$ cat src/rtl/cache_ctrl_pkg.sv
// Shared definitions for the cache miss controller: FSM state encoding and
// the default memory latency.
package cache_ctrl_pkg;

  typedef enum logic [1:0] {
    IDLE      = 2'd0,
    COMPARE   = 2'd1,
    WRITEBACK = 2'd2,
    ALLOCATE  = 2'd3
  } state_t;

  localparam int MEM_LAT_DEFAULT = 8;

endpackage

$ cat src/rtl/cache_miss_ctrl_if.sv
// CPU / tag-array / memory-side signal bundle of the cache miss controller.
// The master side is the environment, the slave side is the controller.
interface cache_miss_ctrl_if;

  logic       cpu_req;
  logic       cpu_we;
  logic       hit;
  logic       dirty;
  logic       busy;
  logic       ready;
  logic       mem_write;
  logic       mem_read;
  logic       line_we;
  logic       word_we;
  logic [3:0] wait_cnt;

  modport master (
    output cpu_req, cpu_we, hit, dirty,
    input  busy, ready, mem_write, mem_read, line_we, word_we, wait_cnt
  );

  modport slave (
    input  cpu_req, cpu_we, hit, dirty,
    output busy, ready, mem_write, mem_read, line_we, word_we, wait_cnt
  );

endinterface

$ cat src/rtl/latency_timer.sv
// 4-bit cycle counter used to time memory write-back and refill phases.
// Clear has priority over enable.
module latency_timer (
  input  logic       clk,
  input  logic       reset,
  input  logic       i_clear,
  input  logic       i_enable,
  output logic [3:0] o_count
);

  logic [3:0] r_count;

  always_ff @(posedge clk) begin
    if (reset || i_clear)
      r_count <= 4'd0;
    else if (i_enable)
      r_count <= r_count + 4'd1;
  end

  assign o_count = r_count;

endmodule

$ cat src/rtl/cache_miss_ctrl.sv
// Cache miss controller: compares, writes back dirty victims and refills
// lines, each memory phase lasting exactly MEM_LAT cycles.
module cache_miss_ctrl
  import cache_ctrl_pkg::*;
#(
  parameter int MEM_LAT = MEM_LAT_DEFAULT
) (
  input  logic               clk,
  input  logic               reset,
  cache_miss_ctrl_if.slave   bus
);

  localparam logic [3:0] LAST_CNT = 4'(MEM_LAT - 1);
  localparam logic [3:0] PRE_LAST = 4'(MEM_LAT - 2);

  state_t     r_state;
  logic       r_busy;
  logic       r_memRead;
  logic       r_memWrite;
  logic       r_lineWe;
  logic [3:0] w_cnt;
  logic       w_inMem;
  logic       w_lastCycle;
  logic       w_timerClear;
  logic       w_ready;

  assign w_inMem      = (r_state == WRITEBACK) || (r_state == ALLOCATE);
  assign w_lastCycle  = w_inMem && (w_cnt == LAST_CNT);
  assign w_timerClear = !w_inMem || w_lastCycle;

  latency_timer u_timer (
    .clk      (clk),
    .reset    (reset),
    .i_clear  (w_timerClear),
    .i_enable (w_inMem),
    .o_count  (w_cnt)
  );

  // Strobes are registered from the next state; line_we is set one cycle
  // early so it lands on the final refill cycle.
  always_ff @(posedge clk) begin
    if (reset) begin
      r_state    <= IDLE;
      r_busy     <= 1'b0;
      r_memRead  <= 1'b0;
      r_memWrite <= 1'b0;
      r_lineWe   <= 1'b0;
    end else begin
      r_lineWe <= 1'b0;
      case (r_state)
        IDLE: begin
          if (bus.cpu_req) begin
            r_state <= COMPARE;
            r_busy  <= 1'b1;
          end
        end
        COMPARE: begin
          if (bus.hit) begin
            r_state <= IDLE;
            r_busy  <= 1'b0;
          end else if (bus.dirty) begin
            r_state    <= WRITEBACK;
            r_memWrite <= 1'b1;
          end else begin
            r_state   <= ALLOCATE;
            r_memRead <= 1'b1;
          end
        end
        WRITEBACK: begin
          if (w_lastCycle) begin
            r_state    <= ALLOCATE;
            r_memWrite <= 1'b0;
            r_memRead  <= 1'b1;
          end
        end
        ALLOCATE: begin
          if (w_lastCycle) begin
            r_state   <= COMPARE;
            r_memRead <= 1'b0;
          end else if (w_cnt == PRE_LAST) begin
            r_lineWe <= 1'b1;
          end
        end
        default: begin
          r_state    <= IDLE;
          r_busy     <= 1'b0;
          r_memRead  <= 1'b0;
          r_memWrite <= 1'b0;
        end
      endcase
    end
  end

  // Outputs are forced low while reset is asserted, even before state settles.
  assign w_ready      = (r_state == COMPARE) && bus.hit && !reset;
  assign bus.ready    = w_ready;
  assign bus.word_we  = w_ready && bus.cpu_we;
  assign bus.busy     = r_busy && !reset;
  assign bus.mem_read = r_memRead && !reset;
  assign bus.mem_write = r_memWrite && !reset;
  assign bus.line_we  = r_lineWe && !reset;
  assign bus.wait_cnt = reset ? 4'd0 : w_cnt;

endmodule
$ cat src/flat_wrapper.sv
// flat-port wrapper written by rule: the top's interface ports become plain ports
module cache_miss_ctrl_flat import cache_ctrl_pkg::*;
#(
  parameter int MEM_LAT = MEM_LAT_DEFAULT
)
  (clk, reset, bus_cpu_req, bus_cpu_we, bus_hit, bus_dirty, bus_busy, bus_ready, bus_mem_write, bus_mem_read, bus_line_we, bus_word_we, bus_wait_cnt);
  cache_miss_ctrl_if bus_i ();
  input  logic clk;
  input  logic reset;
  input wire logic [$bits(bus_i.cpu_req)-1:0] bus_cpu_req;
  input wire logic [$bits(bus_i.cpu_we)-1:0] bus_cpu_we;
  input wire logic [$bits(bus_i.hit)-1:0] bus_hit;
  input wire logic [$bits(bus_i.dirty)-1:0] bus_dirty;
  output wire logic [$bits(bus_i.busy)-1:0] bus_busy;
  output wire logic [$bits(bus_i.ready)-1:0] bus_ready;
  output wire logic [$bits(bus_i.mem_write)-1:0] bus_mem_write;
  output wire logic [$bits(bus_i.mem_read)-1:0] bus_mem_read;
  output wire logic [$bits(bus_i.line_we)-1:0] bus_line_we;
  output wire logic [$bits(bus_i.word_we)-1:0] bus_word_we;
  output wire logic [$bits(bus_i.wait_cnt)-1:0] bus_wait_cnt;
  assign bus_i.cpu_req = bus_cpu_req;
  assign bus_i.cpu_we = bus_cpu_we;
  assign bus_i.hit = bus_hit;
  assign bus_i.dirty = bus_dirty;
  assign bus_busy = bus_i.busy;
  assign bus_ready = bus_i.ready;
  assign bus_mem_write = bus_i.mem_write;
  assign bus_mem_read = bus_i.mem_read;
  assign bus_line_we = bus_i.line_we;
  assign bus_word_we = bus_i.word_we;
  assign bus_wait_cnt = bus_i.wait_cnt;
  cache_miss_ctrl #(.MEM_LAT(MEM_LAT)) u_core (.clk(clk), .reset(reset), .bus(bus_i));
endmodule
$ cat config.mk
export PLATFORM = sky130hd
export DESIGN_NAME = cache_miss_ctrl_flat
export DESIGN_NICKNAME = d
export VERILOG_FILES = /design/src/rtl/cache_ctrl_pkg.sv /design/src/rtl/cache_miss_ctrl_if.sv /design/src/rtl/latency_timer.sv /design/src/rtl/cache_miss_ctrl.sv /design/src/flat_wrapper.sv
export SDC_FILE = /design/constraint.sdc
export NUM_CORES = 1
export LEC_CHECK = 0
export CAP_MARGIN = 20
export CELL_PAD_IN_SITES_DETAIL_PLACEMENT = 1
export CELL_PAD_IN_SITES_GLOBAL_PLACEMENT = 1
export CORE_UTILIZATION = 39
export CTS_BUF_LIST = sky130_fd_sc_hd__clkbuf_8
export DETAILED_ROUTE_END_ITERATION = 8
export GPL_TIMING_DRIVEN = 0
export PLACE_DENSITY = 0.93
export SYNTH_ARGS = -nofsm -noshare
export SYNTH_HDL_FRONTEND = slang
export SYNTH_HIERARCHICAL = 1
export SYNTH_SLANG_ARGS = --single-unit
$ cat constraint.sdc
create_clock -name clk -period 2.5 [get_ports clk]
set_input_delay 0.5 -clock clk [delete_from_list [all_inputs] [get_ports clk]]
set_output_delay 0.5 -clock clk [all_outputs]
set_load 0.01 [all_outputs]
==> impl_metrics.csv, run 1 <==
group,metric,value,unit
synth,synth_cell_types,28,
synth,syn-cell-area,632,um^2
clock_tree,htreeDepth,1,
finish,diodes,0,
global_route,grt-ovfl-total,0,
finish,multi_input_area,413,um^2
finish,final_common_cell,"clkdlybuf4s50_1",
sta,slew_viol_final,0,
synth,synthTopCellsByArea,"dfxtp_1 (32%), nor2b_1 (11%), ha_1 (9.9%)",
worst_setup_path,cp.arrival,1.89,ns
worst_setup_path,critPathCaptureType,"output port",
floorplanning,row_count,14,
status,outcome,"finished, final reports clean",
finish,final_net_count,104,
floorplanning,dieArea,1790,um^2
place,place_ws,-0.157,ns
drt,route.final.wire_length,1750,um
floorplanning,boundaryPins,16,
global_route,grt_max_degree,12,
sta,rsz0062_at_grt,"no",
power,power.leakage,0.328,nW
floorplanning,initial_core_util,41.9,%
sta,fin_worst_skew,0.000686,ns
drt,via_count,594,
synth,synth.top_cell.area_share,31.7,%
finish,fill_cells,171,
clock_tree,cts_buffers,3,
drt,wire_per_inst,16.2,um
place,dpl.cell_count,104,
sta,max_freq,418,MHz
sta,fin_crit,2.39,ns
worst_setup_path,cp_slowest_cell,"clkdlybuf4s50_1",
floorplanning,die_y,42.3,um
clock_tree,cts_tree,"built",
clock_tree,clk_pin_slew_worst_paths,0.05,ns
power,powerDensity,592,nW/um^2
clock_tree,cts_root_buf,"clkbuf_8",
finish,finalNonFillerCells,108,
drt,drt_first_iter_violations,8,
worst_setup_path,path_common_cell,"clkdlybuf4s50_1",
sta,fin_crit_sh,95.8,%
sta,relSlewSlack,77.3,%
floorplanning,core-area,1510,um^2
synth,yosysSeqAreaShare,31.7,%
synth,yosysWarnings,6,
sta,hold_viol,0,
finish,layout-drive-gt1-share,8.70,%
clock_tree,clk_latency,0.24,ns
place,io_buffers,15,
place,gp_congestion,0.779,
finish,syn_to_final_growth,35.6,%
floorplanning,die_x,42.3,um
sta,worst_pin_slew,0.341,ns
worst_setup_path,critPathMaxFanout,5,
clock_tree,clock-sinks,10,
sta,timing.hold.ws,0.485,ns
finish,final_cell_mix,"clkdlybuf4s50_1 (14), nor2b_1 (11), dfxtp_1 (10)",
drt,firstDrtPassIters,4,
min_path,hp-class,"flop to flop",
global_route,grt_pass1_vias,621,
synth,yosys_register_bits,10,
place,dpl-instance-area,802,um^2
worst_setup_path,critPathLaunchType,"input port",
finish,final_cell_area,857,um^2
synth,syn_inst,73,
worst_setup_path,critPathKind,"input port to output port",
sta,setup_slack,0.105,ns
clock_tree,clock_path_buffers,2,
run,drv_cap,0,
drt,via_per_inst,5.50,
finish,ff_latch_area,200,um^2
sta,setup_viol,0,
power,ir_worst_vdd,0.371,mV
global_route,grt_pass1_wl,2990,um
sta,setup_tns,0,ns
drt,drc,0,
worst_setup_path,required,2.00,ns
clock_tree,postCtsHoldBufs,0,
worst_setup_path,path_cells,"clkdlybuf4s50_1 -> nand2_1 -> nor2_1 -> and2_1 -> clkdlybuf4s50_1",
worst_setup_path,max_stage_delay,0.54,ns
global_route,grtUsageTotal,22.9,%
global_route,antenna_found_initial,0,
synth,synth_area_per_cell,8.66,um^2
place,hpwl,1210,um
synth,syn_nets,84,
synth,synth_area_leader_cell,"dfxtp_1",
drt,ant_nets,0,
## cell usage after synthesis
cell type and n:
or2_2 1, or2_1 2, o21bai_1 1, nand4b_1 1, a22oi_2 1, nand2b_1 2
o21ai_0 3, inv_1 4, a31oi_1 1, mux2i_1 2, a32oi_1 1, ha_1 5
a21bo_2 1, nor2_1 5, or3b_1 1, nand4_1 1, clkbuf_1 1, nor3_1 1
mux2_1 3, a21oi_1 5, nand3b_1 2, dfxtp_1 10, nor2b_1 11, nor3b_1 1
nor4b_1 1, xnor2_1 1, and2_1 2, nand2_1 3
## worst max-delay path: cells and delay by family
kind / cells / cell delay, ns
simple gates: 3 / 0.32
buf+inv: 2 / 1.07
## final timing paths
path                                   from                        endpoint  slack (ns)  cells past startpoint
max reg2reg  u_core/r_state[0]$_SDFFE_PP0P_  u_core/r_state[0]$_SDFFE_PP0P_        0.59                      5
min          u_core/r_memWrite$_SDFFE_PP0P_  u_core/r_memWrite$_SDFFE_PP0P_        0.49                      2
max                                 bus_hit                     bus_word_we        0.11                      5
min reg2reg  u_core/r_memWrite$_SDFFE_PP0P_  u_core/r_memWrite$_SDFFE_PP0P_        0.49                      2
## sequential cells by signal (all words and copies together) (netlist names)
name and flops:
u_core/r_lineWe 1, u_core/r_busy 1, u_core/r_state 2, u_core/r_memRead 1
u_core/u_timer/o_count 4, u_core/r_memWrite 1
## per-stage QoR
stage | power [mW] | util (%)
floorplan | 0.257 | -
global placement | 0.293 | 53.2
detailed placement | 0.300 | 53.2
CTS | 0.511 | 56.9
global route | 0.534 | 56.9
finish | 0.507 | 56.9
## final cells by class
type	count	share of cell area, %
buffer	1	0.584
clock buffer	4	6.42
inverter	4	1.75
multi-input combinational	58	48.2
sequential	10	23.4
tap	16	2.34
timing repair buffer	15	17.4
## cell families after synthesis
logic type | count (synthesis) | synth area share (%)
adder cells (fa/ha/maj) | 5 | 9.90
XOR/XNOR | 1 | 1.39
AO/OA/AOI/OAI | 13 | 13.5
flip-flops | 10 | 31.7
buffers and inverters | 5 | 2.97
multiplexers | 5 | 8.51
AND/OR/NAND/NOR | 34 | 32.1
## report_power, final
part           total (mW)  switching [mW]  internal [mW]
clock               0.204          0.0658          0.139
combinational       0.119          0.0597         0.0598
sequential          0.183         0.00976          0.173
total               0.507           0.135          0.372
## per-layer routing
layer	vias to the layer above	wire length, um	global-route usage, %
li1	287	-	-
met1	288	766	27.4
met2	15	866	37.5
met3	4	81	7.33
met4	0	31	9.38
met5	-	0	0
## what timing repair did
item                                    CTS  global route
gates resized for setup                   2             0
endpoints found under the setup margin    7             0
buffers inserted                          0             0
No activity file was read; power rests on OpenSTA's default activity.
==> run 2: changes to the inputs <==
--- a/config.mk
+++ b/config.mk
@@ -13,6 +13,7 @@
 export DETAILED_ROUTE_END_ITERATION = 8
 export GPL_TIMING_DRIVEN = 0
 export PLACE_DENSITY = 0.93
+export SKIP_LAST_GASP = 1
 export SYNTH_ARGS = -nofsm -noshare
 export SYNTH_HDL_FRONTEND = slang
 export SYNTH_HIERARCHICAL = 1
==> results of run 2 <==
No change in the layout: final DEF, timing and power equal those of run 1.
==> run 3: changes to the inputs <==
--- a/config.mk
+++ b/config.mk
@@ -8,11 +8,11 @@
 export CAP_MARGIN = 20
 export CELL_PAD_IN_SITES_DETAIL_PLACEMENT = 1
 export CELL_PAD_IN_SITES_GLOBAL_PLACEMENT = 1
-export CORE_UTILIZATION = 39
-export CTS_BUF_LIST = sky130_fd_sc_hd__clkbuf_8
+export CORE_UTILIZATION = 37
 export DETAILED_ROUTE_END_ITERATION = 8
 export GPL_TIMING_DRIVEN = 0
-export PLACE_DENSITY = 0.93
+export PLACE_DENSITY = 0.89
+export SKIP_CTS_REPAIR_TIMING = 1
 export SKIP_LAST_GASP = 1
 export SYNTH_ARGS = -nofsm -noshare
 export SYNTH_HDL_FRONTEND = slang
==> impl_metrics.csv, run 3 (synthesis results as in run 1) <==
group,metric,value,unit
drt,via_per_inst,5.29,
power,p_sw,0.122,mW
floorplanning,initial_core_util,40.5,%
clock_tree,cts_tree,"built",
min_path,hold_end,"u_core/r_busy$_SDFFE_PP0P_",
sta,worst_pin_slew,0.354,ns
min_path,holdPathStages,2,
finish,final_common_cell,"clkdlybuf4s50_1",
sta,hold_viol,0,
worst_setup_path,critPathKind,"input port to output port",
finish,syn_to_final_growth,33.3,%
finish,largest_reg_flops,4,
worst_setup_path,critPathLaunchType,"input port",
place,gp_congestion,0.768,
finish,final_net_count,104,
global_route,grt_pass1_wl,2370,um
global_route,grt-ovfl-total,0,
floorplanning,die_x,43.3,um
sta,fin_worst_skew,0.00363,ns
clock_tree,clock_path_buffers,2,
drt,route.final.wire_length,1460,um
clock_tree,clock-sinks,10,
place,place_ws,-0.160,ns
power,powerDensity,526,nW/um^2
power,clock_power_share,33.3,%
worst_setup_path,reg2reg_slack,0.69,ns
worst_setup_path,timing.rr.end,"u_core/r_state[0]$_SDFFE_PP0P_",
sta,rsz0062_at_grt,"no",
power,seqPwrFrac,41.1,%
worst_setup_path,cp.arrival,1.89,ns
finish,layout-drive-gt1-share,8.70,%
global_route,grt_max_degree,12,
place,io_buffers,15,
clock_tree,cts_root_buf,"clkbuf_4",
sta,setup_tns,0,ns
min_path,worstHoldStart,"u_core/r_busy$_SDFFE_PP0P_",
place,hpwl,1130,um
drt,firstDrtPassIters,6,
drt,via_count,571,
global_route,grt_pass1_vias,564,
clock_tree,cts_buffers,3,
status,outcome,"finished, violations left",
worst_setup_path,critPathMaxFanout,5,
clock_tree,clk_pin_slew_worst_paths,0.07,ns
finish,final_cell_mix,"clkdlybuf4s50_1 (14), nor2b_1 (11), dfxtp_1 (10)",
clock_tree,htreeDepth,1,
floorplanning,dieArea,1880,um^2
finish,fill_cells,182,
sta,fin_crit_sh,95.4,%
worst_setup_path,r2r-start,"u_core/r_state[0]$_SDFFE_PP0P_",
worst_setup_path,reg2reg_depth,5,
worst_setup_path,required,2.00,ns
power,p_total,0.443,mW
sta,relSlewSlack,76.4,%
finish,utilization,54.0,%
power,swShare,27.6,%
sta,max_freq,419,MHz
finish,diodes,0,
global_route,antenna_found_initial,0,
power,power.leakage,0.328,nW
place,dpl.cell_count,104,
floorplanning,row_count,14,
floorplanning,boundaryPins,16,
clock_tree,clk_latency,0.28,ns
sta,setup_viol,0,
power,combPwrFrac,25.6,%
power,p_int,0.321,mW
finish,finalNonFillerCells,108,
global_route,grtUsageTotal,17.7,%
drt,drc,7,
sta,slew_viol_final,0,
drt,wire_per_inst,13.5,um
run,drv_cap,0,
worst_setup_path,critPathCaptureType,"output port",
status,failed_checks,"design-rule violations",
sta,setup_slack,0.114,ns
floorplanning,core-area,1560,um^2
min_path,hp-class,"flop to flop",
drt,drt_first_iter_violations,13,
power,ir_worst_vdd,0.239,mV
floorplanning,die_y,43.3,um
sta,fin_crit,2.39,ns
drt,ant_nets,0,
-- run 3: cell count changes in the layout (fill, tap and decap cells not counted) --
cell	change
dlymetal6s2s_1	+1
clkbuf_8	-3
clkbuf_4	+3
dlygate4sd2_1	-1
-- run 3: how the worst max path moves through the flow --
stage	depth (start not counted)	end	from	slack (ns)
finish	5	bus_word_we	bus_hit	0.11
global route	5	bus_word_we	bus_hit	0.02
CTS	4	bus_wait_cnt[0]	reset	-0.17
detailed placement	4	bus_line_we	reset	-0.16
global placement	4	bus_wait_cnt[3]	reset	-0.13
floorplan	5	u_core/r_state[0]$_SDFFE_PP0P_	u_core/r_state[0]$_SDFFE_PP0P_	0.87
-- run 3: per-layer routing --
metal	routed length, um	GRT usage, %
met5	0	0
met4	11	3.75
met3	85	8.94
met2	678	29.7
met1	684	20.1
-- run 3: through the flow --
stage	area [um^2]	hold slack, ns
final	842	0.501
after global routing	842	0.572
after CTS	838	0.512
after detailed placement	802	0.500
after global placement	802	0.478
after floorplan	632	0.454
-- run 3: power by group through the flow --
stage | combinational [mW] | clock (mW) | sequential [mW]
6_report | 0.113 | 0.147 | 0.182
5_1_grt | 0.126 | 0.166 | 0.184
4_1_cts | 0.114 | 0.154 | 0.182
3_5_place_dp | 0.113 | 0 | 0.186
3_3_place_gp | 0.109 | 0 | 0.184
2_1_floorplan | 0.0744 | 0 | 0.183
-- run 3: layout make-up --
| cell class | instances | area [um^2] | share of cell area, % |
|---|---|---|---|
| plain buffers | 1 | 5.00 | 0.594 |
| clock buffers | 4 | 36.3 | 4.31 |
| inverters | 4 | 15.0 | 1.78 |
| multi-input cells | 58 | 413 | 49.0 |
| flip-flops and latches | 10 | 200 | 23.8 |
| well taps | 16 | 20.0 | 2.38 |
| repair buffers | 15 | 153 | 18.1 |
-- run 3: worst max-delay path: stages --
cell and delay (ns):
clkdlybuf4s50_1 0.53, nand2_1 0.07, nor2_1 0.11, and2_1 0.14
clkdlybuf4s50_1 0.53
